===== config.mk =====
export PLATFORM = sky130hd
export DESIGN_NAME = axis_read_ctrl_flat
export DESIGN_NICKNAME = d
export VERILOG_FILES = /design/src/rtl/axis_read_ctrl_if.sv /design/src/rtl/axis_read_ctrl.sv /design/src/flat_wrapper.sv
export SDC_FILE = /design/constraint.sdc
export NUM_CORES = 1
export LEC_CHECK = 0
export ABC_AREA = 1
export CAP_MARGIN = 20
export CELL_PAD_IN_SITES_DETAIL_PLACEMENT = 1
export CELL_PAD_IN_SITES_GLOBAL_PLACEMENT = 1
export CORE_ASPECT_RATIO = 1.4
export CORE_MARGIN = 1
export CORE_UTILIZATION = 36
export CTS_BUF_LIST = sky130_fd_sc_hd__clkbuf_4
export CTS_CLUSTER_SIZE = 24
export DETAILED_ROUTE_END_ITERATION = 12
export GPL_TIMING_DRIVEN = 0
export PLACE_DENSITY = 0.8
export RECOVER_POWER = 100
export SETUP_SLACK_MARGIN = 0.3
export SYNTH_ARGS = -nofsm -noshare
export SYNTH_HDL_FRONTEND = slang
export SYNTH_SLANG_ARGS = --single-unit

===== constraint.sdc =====
create_clock -name clk -period 5.2 [get_ports clk]
set_clock_uncertainty 0.2 [all_clocks]
set_input_delay 1.04 -clock clk [delete_from_list [all_inputs] [get_ports clk]]
set_output_delay 1.04 -clock clk [all_outputs]
set_load 0.005 [all_outputs]

===== src/rtl/axis_read_ctrl_if.sv =====
// ---------------------------------------------------------------------------
// axis_read_ctrl_if
// Bundles the command, read-data config and AXI AR signals of axis_read_ctrl.
//   slave  : the controller's view (takes commands, drives config push and AR)
//   master : the environment's view (config registers, read-data block, AXI)
// Signals:
//   cfg_address/cfg_length/cfg_val/cfg_rdy    stream read command
//   data_cfg_length/data_cfg_val/data_cfg_rdy word count to read-data block
//   axi_araddr/arlen/arsize/arburst/arvalid/arready  AXI read-address channel
//   busy                                      controller not idle
// ---------------------------------------------------------------------------
interface axis_read_ctrl_if #(
    parameter int unsigned CFG_DWIDTH     = 32,
    parameter int unsigned AXI_ADDR_WIDTH = 32
);
    logic [CFG_DWIDTH-1:0]     cfg_address;
    logic [CFG_DWIDTH-1:0]     cfg_length;
    logic                      cfg_val;
    logic                      cfg_rdy;
    logic [CFG_DWIDTH-1:0]     data_cfg_length;
    logic                      data_cfg_val;
    logic                      data_cfg_rdy;
    logic [AXI_ADDR_WIDTH-1:0] axi_araddr;
    logic [7:0]                axi_arlen;
    logic [2:0]                axi_arsize;
    logic [1:0]                axi_arburst;
    logic                      axi_arvalid;
    logic                      axi_arready;
    logic                      busy;

    modport slave (
        input  cfg_address, cfg_length, cfg_val, data_cfg_rdy, axi_arready,
        output cfg_rdy, data_cfg_length, data_cfg_val, axi_araddr, axi_arlen,
               axi_arsize, axi_arburst, axi_arvalid, busy
    );

    modport master (
        output cfg_address, cfg_length, cfg_val, data_cfg_rdy, axi_arready,
        input  cfg_rdy, data_cfg_length, data_cfg_val, axi_araddr, axi_arlen,
               axi_arsize, axi_arburst, axi_arvalid, busy
    );
endinterface


===== src/rtl/axis_read_ctrl.sv =====
// ---------------------------------------------------------------------------
// axis_read_ctrl
// Sequencer in front of the AXI read path of the stream engine. Accepts one
// read command (start byte address, length in DATA_WIDTH words), pushes the
// word count to the read-data block, then splits the command into AXI INCR
// bursts of at most BURST_LEN beats on the AR channel.
// Ports:
//   clk  system clock
//   rst  asynchronous active-high reset
//   bus  axis_read_ctrl_if.slave (command, data config push, AXI AR, busy)
// Optional feature:
//   AXIS_READ_CTRL_4K_SPLIT_EN  when defined, bursts are also clipped so that
//                               none crosses a 4 KB address boundary.
// ---------------------------------------------------------------------------
module axis_read_ctrl #(
    parameter int unsigned CFG_DWIDTH     = 32,
    parameter int unsigned AXI_ADDR_WIDTH = 32,
    parameter int unsigned AXI_DATA_WIDTH = 64,
    parameter int unsigned DATA_WIDTH     = 32,
    parameter int unsigned BURST_LEN      = 16
) (
    input logic              clk,
    input logic              rst,
    axis_read_ctrl_if.slave  bus
);

    localparam int unsigned RATIO      = AXI_DATA_WIDTH / DATA_WIDTH;
    localparam int unsigned RATIO_LOG2 = $clog2(RATIO);
    localparam int unsigned BYTES      = AXI_DATA_WIDTH / 8;
    localparam int unsigned SIZE_LOG2  = $clog2(BYTES);
    localparam logic [AXI_ADDR_WIDTH-1:0] ALIGN_MASK = ~AXI_ADDR_WIDTH'(BYTES - 1);
    localparam logic [CFG_DWIDTH-1:0]     BURST_MAX  = CFG_DWIDTH'(BURST_LEN);

    typedef enum logic [4:0] {
        StIdle  = 5'b00001,
        StLoad  = 5'b00010,
        StDcfg  = 5'b00100,
        StBurst = 5'b01000,
        StAddr  = 5'b10000
    } state_e;

    state_e                    state_q, state_d;
    logic [AXI_ADDR_WIDTH-1:0] addr_q, addr_d;
    logic [AXI_ADDR_WIDTH-1:0] araddr_q, araddr_d;
    logic [CFG_DWIDTH-1:0]     len_q, len_d;
    logic [CFG_DWIDTH-1:0]     beats_q, beats_d;
    logic [7:0]                n_q, n_d;
    logic [7:0]                arlen_q, arlen_d;
    logic [7:0]                burst_n;
    logic [CFG_DWIDTH-1:0]     beats_rem;

    // Beats left once the burst currently on AR is accepted.
    assign beats_rem = beats_q - CFG_DWIDTH'(n_q);

`ifdef AXIS_READ_CTRL_4K_SPLIT_EN
    logic [12:0] page_beats;
`endif

    // Size of the next burst.
    always_comb begin
        burst_n = (beats_q < BURST_MAX) ? beats_q[7:0] : 8'(BURST_LEN);
`ifdef AXIS_READ_CTRL_4K_SPLIT_EN
        // addr_q is beat aligned, so the division by BYTES is exact.
        page_beats = (13'd4096 - {1'b0, addr_q[11:0]}) >> SIZE_LOG2;
        if ({5'd0, burst_n} > page_beats) begin
            burst_n = page_beats[7:0];
        end
`endif
    end

    // State register.
    always_ff @(posedge clk or posedge rst) begin
        if (rst) begin
            state_q <= StIdle;
        end else begin
            state_q <= state_d;
        end
    end

    // Next-state logic.
    always_comb begin
        state_d = state_q;
        unique case (state_q)
            StIdle:  if (bus.cfg_val) state_d = StLoad;
            StLoad:  state_d = (len_q == '0) ? StIdle : StDcfg;
            StDcfg:  if (bus.data_cfg_rdy) state_d = StBurst;
            StBurst: state_d = StAddr;
            StAddr:  if (bus.axi_arready) state_d = (beats_rem == '0) ? StIdle : StBurst;
            default: state_d = StIdle;
        endcase
    end

    // Outputs decoded from the state.
    always_comb begin
        bus.cfg_rdy         = (state_q == StIdle);
        bus.data_cfg_val    = (state_q == StDcfg);
        bus.axi_arvalid     = (state_q == StAddr);
        bus.busy            = (state_q != StIdle);
        bus.data_cfg_length = len_q;
        bus.axi_araddr      = araddr_q;
        bus.axi_arlen       = arlen_q;
        bus.axi_arsize      = 3'(SIZE_LOG2);
        bus.axi_arburst     = 2'b01;
    end

    // Datapath next state.
    always_comb begin
        addr_d   = addr_q;
        araddr_d = araddr_q;
        len_d    = len_q;
        beats_d  = beats_q;
        n_d      = n_q;
        arlen_d  = arlen_q;
        if (state_q == StIdle && bus.cfg_val) begin
            // Misaligned low address bits are dropped here.
            addr_d = AXI_ADDR_WIDTH'(bus.cfg_address) & ALIGN_MASK;
            len_d  = bus.cfg_length;
        end
        if (state_q == StLoad) begin
            beats_d = (len_q + CFG_DWIDTH'(RATIO - 1)) >> RATIO_LOG2;
        end
        if (state_q == StBurst) begin
            n_d      = burst_n;
            arlen_d  = burst_n - 8'd1;
            araddr_d = addr_q;
        end
        if (state_q == StAddr && bus.axi_arready) begin
            addr_d  = addr_q + (AXI_ADDR_WIDTH'(n_q) << SIZE_LOG2);
            beats_d = beats_rem;
        end
    end

    always_ff @(posedge clk or posedge rst) begin
        if (rst) begin
            addr_q   <= '0;
            araddr_q <= '0;
            len_q    <= '0;
            beats_q  <= '0;
            n_q      <= '0;
            arlen_q  <= '0;
        end else begin
            addr_q   <= addr_d;
            araddr_q <= araddr_d;
            len_q    <= len_d;
            beats_q  <= beats_d;
            n_q      <= n_d;
            arlen_q  <= arlen_d;
        end
    end

endmodule


===== src/flat_wrapper.sv =====
// flat-port wrapper written by rule: the top's interface ports become plain ports
module axis_read_ctrl_flat 
#(
    parameter int unsigned CFG_DWIDTH     = 32,
    parameter int unsigned AXI_ADDR_WIDTH = 32,
    parameter int unsigned AXI_DATA_WIDTH = 64,
    parameter int unsigned DATA_WIDTH     = 32,
    parameter int unsigned BURST_LEN      = 16
)
  (clk, rst, bus_cfg_address, bus_cfg_length, bus_cfg_val, bus_data_cfg_rdy, bus_axi_arready, bus_cfg_rdy, bus_data_cfg_length, bus_data_cfg_val, bus_axi_araddr, bus_axi_arlen, bus_axi_arsize, bus_axi_arburst, bus_axi_arvalid, bus_busy);
  axis_read_ctrl_if #(.CFG_DWIDTH(CFG_DWIDTH), .AXI_ADDR_WIDTH(AXI_ADDR_WIDTH)) bus_i ();
  input logic clk;
  input logic rst;
  input wire logic [$bits(bus_i.cfg_address)-1:0] bus_cfg_address;
  input wire logic [$bits(bus_i.cfg_length)-1:0] bus_cfg_length;
  input wire logic [$bits(bus_i.cfg_val)-1:0] bus_cfg_val;
  input wire logic [$bits(bus_i.data_cfg_rdy)-1:0] bus_data_cfg_rdy;
  input wire logic [$bits(bus_i.axi_arready)-1:0] bus_axi_arready;
  output wire logic [$bits(bus_i.cfg_rdy)-1:0] bus_cfg_rdy;
  output wire logic [$bits(bus_i.data_cfg_length)-1:0] bus_data_cfg_length;
  output wire logic [$bits(bus_i.data_cfg_val)-1:0] bus_data_cfg_val;
  output wire logic [$bits(bus_i.axi_araddr)-1:0] bus_axi_araddr;
  output wire logic [$bits(bus_i.axi_arlen)-1:0] bus_axi_arlen;
  output wire logic [$bits(bus_i.axi_arsize)-1:0] bus_axi_arsize;
  output wire logic [$bits(bus_i.axi_arburst)-1:0] bus_axi_arburst;
  output wire logic [$bits(bus_i.axi_arvalid)-1:0] bus_axi_arvalid;
  output wire logic [$bits(bus_i.busy)-1:0] bus_busy;
  assign bus_i.cfg_address = bus_cfg_address;
  assign bus_i.cfg_length = bus_cfg_length;
  assign bus_i.cfg_val = bus_cfg_val;
  assign bus_i.data_cfg_rdy = bus_data_cfg_rdy;
  assign bus_i.axi_arready = bus_axi_arready;
  assign bus_cfg_rdy = bus_i.cfg_rdy;
  assign bus_data_cfg_length = bus_i.data_cfg_length;
  assign bus_data_cfg_val = bus_i.data_cfg_val;
  assign bus_axi_araddr = bus_i.axi_araddr;
  assign bus_axi_arlen = bus_i.axi_arlen;
  assign bus_axi_arsize = bus_i.axi_arsize;
  assign bus_axi_arburst = bus_i.axi_arburst;
  assign bus_axi_arvalid = bus_i.axi_arvalid;
  assign bus_busy = bus_i.busy;
  axis_read_ctrl #(.CFG_DWIDTH(CFG_DWIDTH), .AXI_ADDR_WIDTH(AXI_ADDR_WIDTH), .AXI_DATA_WIDTH(AXI_DATA_WIDTH), .DATA_WIDTH(DATA_WIDTH), .BURST_LEN(BURST_LEN)) u_core (.clk(clk), .rst(rst), .bus(bus_i));
endmodule

After elaboration in Yosys (flattened, before gate mapping)
Index checks and enable logic that the tools add are counted.

operators by class
  $add $sub $neg = 4
  $mul = 0
  div/mod/pow operators = 0
  $lt $le $gt $ge = 1
  equality and inequality tests = 9
  shift-type cells = 0
  multiplexer cells = 11
  bitwise operators = 0
  reduce and logical (&&, ||, !) cells = 7

operator list
  kind                     count
  $mux W32                 4
  $logic_not A32 Y1        2
  $add A32 B1 Y32 const B  1
  $add A32 B11 Y32         1
  $lt A32 B5 Y1 const B    1
  $sub A32 B8 Y32          1
  $pmux W5 S5              1
  $mux W5                  3
  $mux W8                  1
  $sub A8 B1 Y8 const B    1
  $ne A2 B2 Y1 const B     3
  $eq A5 B1 Y1 const B     1
  $eq A5 B2 Y1 const B     1
  $eq A5 B3 Y1 const B     1
  $eq A5 B4 Y1 const B     1
  $eq A5 B5 Y1 const B     1
  $ne A5 B1 Y1 const B     1
  $mux W4                  1
  $reduce_bool A2 Y1       2
  $mux W3                  1
  $reduce_and A3 Y1        1
  $logic_and A1 B1 Y1      2

storage, ports and cells
  register bits = 149
  latch bits = 0
  bits in writable memories = 0
  bits in read-only memories = 0
  input port bits = 69
  output and inout port bits = 81
  word-level logic and storage cells = 39
  memories kept = 0

Longest topological paths before layout
  word-level depth = 5
  gate-level depth with buffers = 18

Least setup slack after synthesis
No wires, ideal clock.

  path type = register to register
  start point = reg u_core.n_q[0]
  end point = reg u_core.addr_q[25]
  setup time = 130 ps
  arrival = 2091 ps
  data required time = 4870 ps
  setup slack = 2779 ps
  stages on the path, launching flop included = 16
  buffers on the path = 0
  path through = dfrtp_1 > ha_1 > inv_1 > fa_1 > inv_1 > nand3_1 > nand2_1 > nand2_1 > a21oi_1 > nand2_1 > nand2_1 > nand3_1 > o21ai_0 > nand3_1 > o211ai_1 > o21ai_0

between the ends
  word-level cells in the longest chain between the ends = 2

RTL lines
  item                    line                   text
  from (decl)             axis_read_ctrl.sv:47   logic [7:0] n_q, n_d;
  from (signal assigned)  axis_read_ctrl.sv:146  n_q <= n_d;
  $add A32 B11 Y32        axis_read_ctrl.sv:128  addr_d = addr_q + (AXI_ADDR_WIDTH'(n_q) << SIZE_LOG2);
  $mux W32                axis_read_ctrl.sv:127  if (state_q == StAddr && bus.axi_arready) begin
  to (signal assigned)    axis_read_ctrl.sv:142  addr_q <= addr_d;
  to (decl)               axis_read_ctrl.sv:43   logic [AXI_ADDR_WIDTH-1:0] addr_q, addr_d;

No other way between the ends.
A chain may end at the register's enable or synchronous reset.

Worst setup path in the final report
  start point = reg u_core.state_q[2]
  end point = reg u_core.beats_q[20]

between the ends
  word-level cells in the longest chain between the ends = 3

RTL lines
  item                                                   line                   text
  from (decl)                                            axis_read_ctrl.sv:42   state_e state_q, state_d;
  from (signal assigned)                                 axis_read_ctrl.sv:74   state_q <= StIdle;
  from (signal assigned)                                 axis_read_ctrl.sv:76   state_q <= state_d;
  $eq A5 B5 Y1                                           axis_read_ctrl.sv:127
  $logic_and A1 B1 Y1                                    axis_read_ctrl.sv:127
  $mux W32 / $reduce_bool A2 Y1 (equally long branches)  --
  to (signal assigned)                                   axis_read_ctrl.sv:145  beats_q <= beats_d;
  to (decl)                                              axis_read_ctrl.sv:46   logic [CFG_DWIDTH-1:0] beats_q, beats_d;

Parallel ways exist; a longest one is shown, timed or not.

==> metrics.yaml <==
status: "finished with violations"
failed_checks: "design-rule violations, max-capacitance violations, max-slew violations"
die_h_um: 193
critPathTopFamily: "buffers and inverters"
setup-violations-final: 0
grt_first_pass_wirelength_mm: 56.5
synth_seq_cells: 143
clk_latency_ps: 620
cts_resized: 0
ys.warnings.count: 0
worstPathArrival_ps: 4540
setup_tns_ps: 0
path_cells: "nor2_1 -> inv_1 -> nor3_1 -> clkinv_1 -> nor2_1 -> clkbuf_1 -> clkbuf_1 -> nor2_1 -> o22ai_1"
synth.most_common_cell: "nand2_1"
hold_class: "register to register"
p_per_area_nw_per_um2: 524
drtAntennaViolNets: 0
wirelength_mm: 35.8
viasPerCell: 5.39
vias: 9895
fillers: 3282
fin_crit_sh: 0.808
cts_tree: "done"
hold_ws_ps: 290
ioPinCount: 150
ys_seq_area_frac: 0.383
cp_data_required_time_ps: 5540
netlist_instances: 1336
crit_top_cell: "nor2_1"
port_buffers: 138
ys.flop_type: "dfrtp_1"
cts_root_buffer: "clkbuf_4"
fp-row-count: 69
fin_nets: 1592
synthArstFlopShare: 1.00
dr.pass1.iters: 9
finalMaxSlewViolations: 33
syn_area_um2: 9350
avgSynthCellArea_um2: 6.99
slew_headroom: -0.210
numClockSinks: 143
maxCapViolCount: 1
wl_per_cell_um: 19.5
start_util: 0.367
grt_pass1_vias: 10500
yosys-top-cells-area: "dfrtp_1 38%, nand2_1 15%, inv_1 6.7%, nor2_1 5.5%, o21ai_0 5.2%"
slowest_stage: "clkbuf_1"
clkTransAtPathRegs_ps: 130
place_inst: 1802
fin_util: 0.449
dp_hpwl_mm: 28.8
cellLeakagePower_uw: 0.00535
yosysUniqueCellTypes: 50
drtIter0Drc: 443
synthTopCellsByCount: "382 x nand2_1, 166 x inv_1, 142 x dfrtp_1, 136 x nor2_1, 97 x o21ai_0"
syn_to_final_growth_pct: 22.3
global_route.usage.total: 0.279
numCtsBuffers: 17
grt_start_max_net_pins: 42
rsz0062_at_grt: "no"
synth_top_area_frac: 0.380
grt_overflow: 0
synth.largest_area_cell: "dfrtp_1"
fin_cells: 1835
dieArea_um2: 26600
worst-path-buf-inv: 4
tightestPinTransition_ps: 1810
ir_worst_vdd_uv: 218
htreeDepth: 4
chipWidth_um: 138
startpoint_type: "register"
gp_congestion: 0.926
final-hold-violation-count: 0
drive_gt1_frac: 0.0528
cts_hold_buf: 0
clock_path_buffers: 2
min_period_ps: 4200
end_kind: "register"
worstSetupPathType: "register to register"
postCtsSetupRepairBufs: 0
synth_edf_count: 0
regArea_um2: 3580
drc: 20
max_stage_delay_ps: 760
crit_fanout: 10
max_freq_mhz: 238
core_um2: 25500
multiInputGateArea_um2: 4830
antenna_found_initial: 1
==> through the flow <==
stage	instance area, um^2	setup WS (ps)	total power (uW)
floorplan	9370	2170	3860
global placement	11200	732	5200
detailed placement	11200	1810	5310
CTS	11500	1620	6130
global route	11400	860	6460
finish	11400	998	5990
==> layout make-up <==
type                    count  area share
clock inverters            15      0.0144
flip-flops and latches    143       0.313
well taps                 319      0.0349
diodes                      1    0.000219
inverters                 170      0.0559
clock buffers              17      0.0112
repair buffers            141       0.126
plain buffers              51      0.0215
multi-input cells         978       0.423
==> layout by cell type (no fill, tap or decap), drive strengths merged, types with 5 or more instances in the layout <==
cell type and n:
a31oi 6, a21oi 36, nand3 88, o221ai 13
nand2 386, nor2 149, clkbuf 50, conb 8
clkdlybuf4s50 64, inv 171, o22ai 12, nor3 28
ha 19, xnor2 5, nand4 38, o211ai 23
xor2 17, or2 6, clkinv 8, o21ai 111
dlygate4sd3 74, nor4 17, buf 21, dfrtp 142
==> flip-flops by register name, summed over array words and instances (netlist names) <==
name and count:
u_core.n_q 8, u_core.bus.axi_araddr 29, u_core.bus.axi_arlen 8, u_core.state_q 5
u_core.bus.data_cfg_length 32, u_core.addr_q 29, u_core.beats_q 32
==> metal layers <==
metal / GRT usage / vias up / share of wire
met3: 0.0347 / 108 / 0.033
li1: - / 4712 / -
met1: 0.284 / 4786 / 0.38
met2: 0.543 / 289 / 0.53
met4: 0.178 / 0 / 0.059
met5: 0 / - / 0
==> worst reg2reg max path, cell delays in order, from the launching register on <==
cell and delay [ps]:
dfrtp_1 430, nor2_1 170, inv_1 80, nor3_1 740, clkinv_1 310, nor2_1 470, clkbuf_1 770, clkbuf_1 590
nor2_1 220, o22ai_1 150
==> where the power goes <==
part           switching [uW]  total, uW  internal (uW)
clock network             468        798            331
registers                 500       2070           1570
logic                    2010       3120           1120
total                    2980       5990           3010
==> final timing paths <==
kind | cells past startpoint | endpoint | start | slack (ps)
setup / recovery | 9 | u_core.beats_q[20]$_DFFE_PP0P_ | u_core.state_q[2]$_DFFE_PP0P_ | 1000
hold / removal | 2 | u_core.bus.axi_araddr[23]$_DFFE_PP0P_ | u_core.bus.axi_araddr[23]$_DFFE_PP0P_ | 290
setup reg to reg | 9 | u_core.beats_q[20]$_DFFE_PP0P_ | u_core.state_q[2]$_DFFE_PP0P_ | 1000
hold reg to reg | 2 | u_core.bus.axi_araddr[23]$_DFFE_PP0P_ | u_core.bus.axi_araddr[23]$_DFFE_PP0P_ | 290
max in group asynchronous | 3 | u_core.state_q[0]$_DFFE_PP1P_ | rst | 2800
min in group asynchronous | 2 | u_core.n_q[2]$_DFFE_PP0P_ | rst | 1110
==> logic make-up (layout without fill, tap and decap cells) <==
family / after synthesis / after routing / synth area share
simple gates: 717 / 717 / 0.337
buf+inv: 221 / 394 / 0.0980
xor+xnor: 22 / 22 / 0.0206
other cells: 2 / 9 / 0.000804
flops: 143 / 143 / 0.383
fa+ha+maj: 21 / 21 / 0.0297
compound gates: 210 / 210 / 0.131
Power figures use the tool's default switching activity.
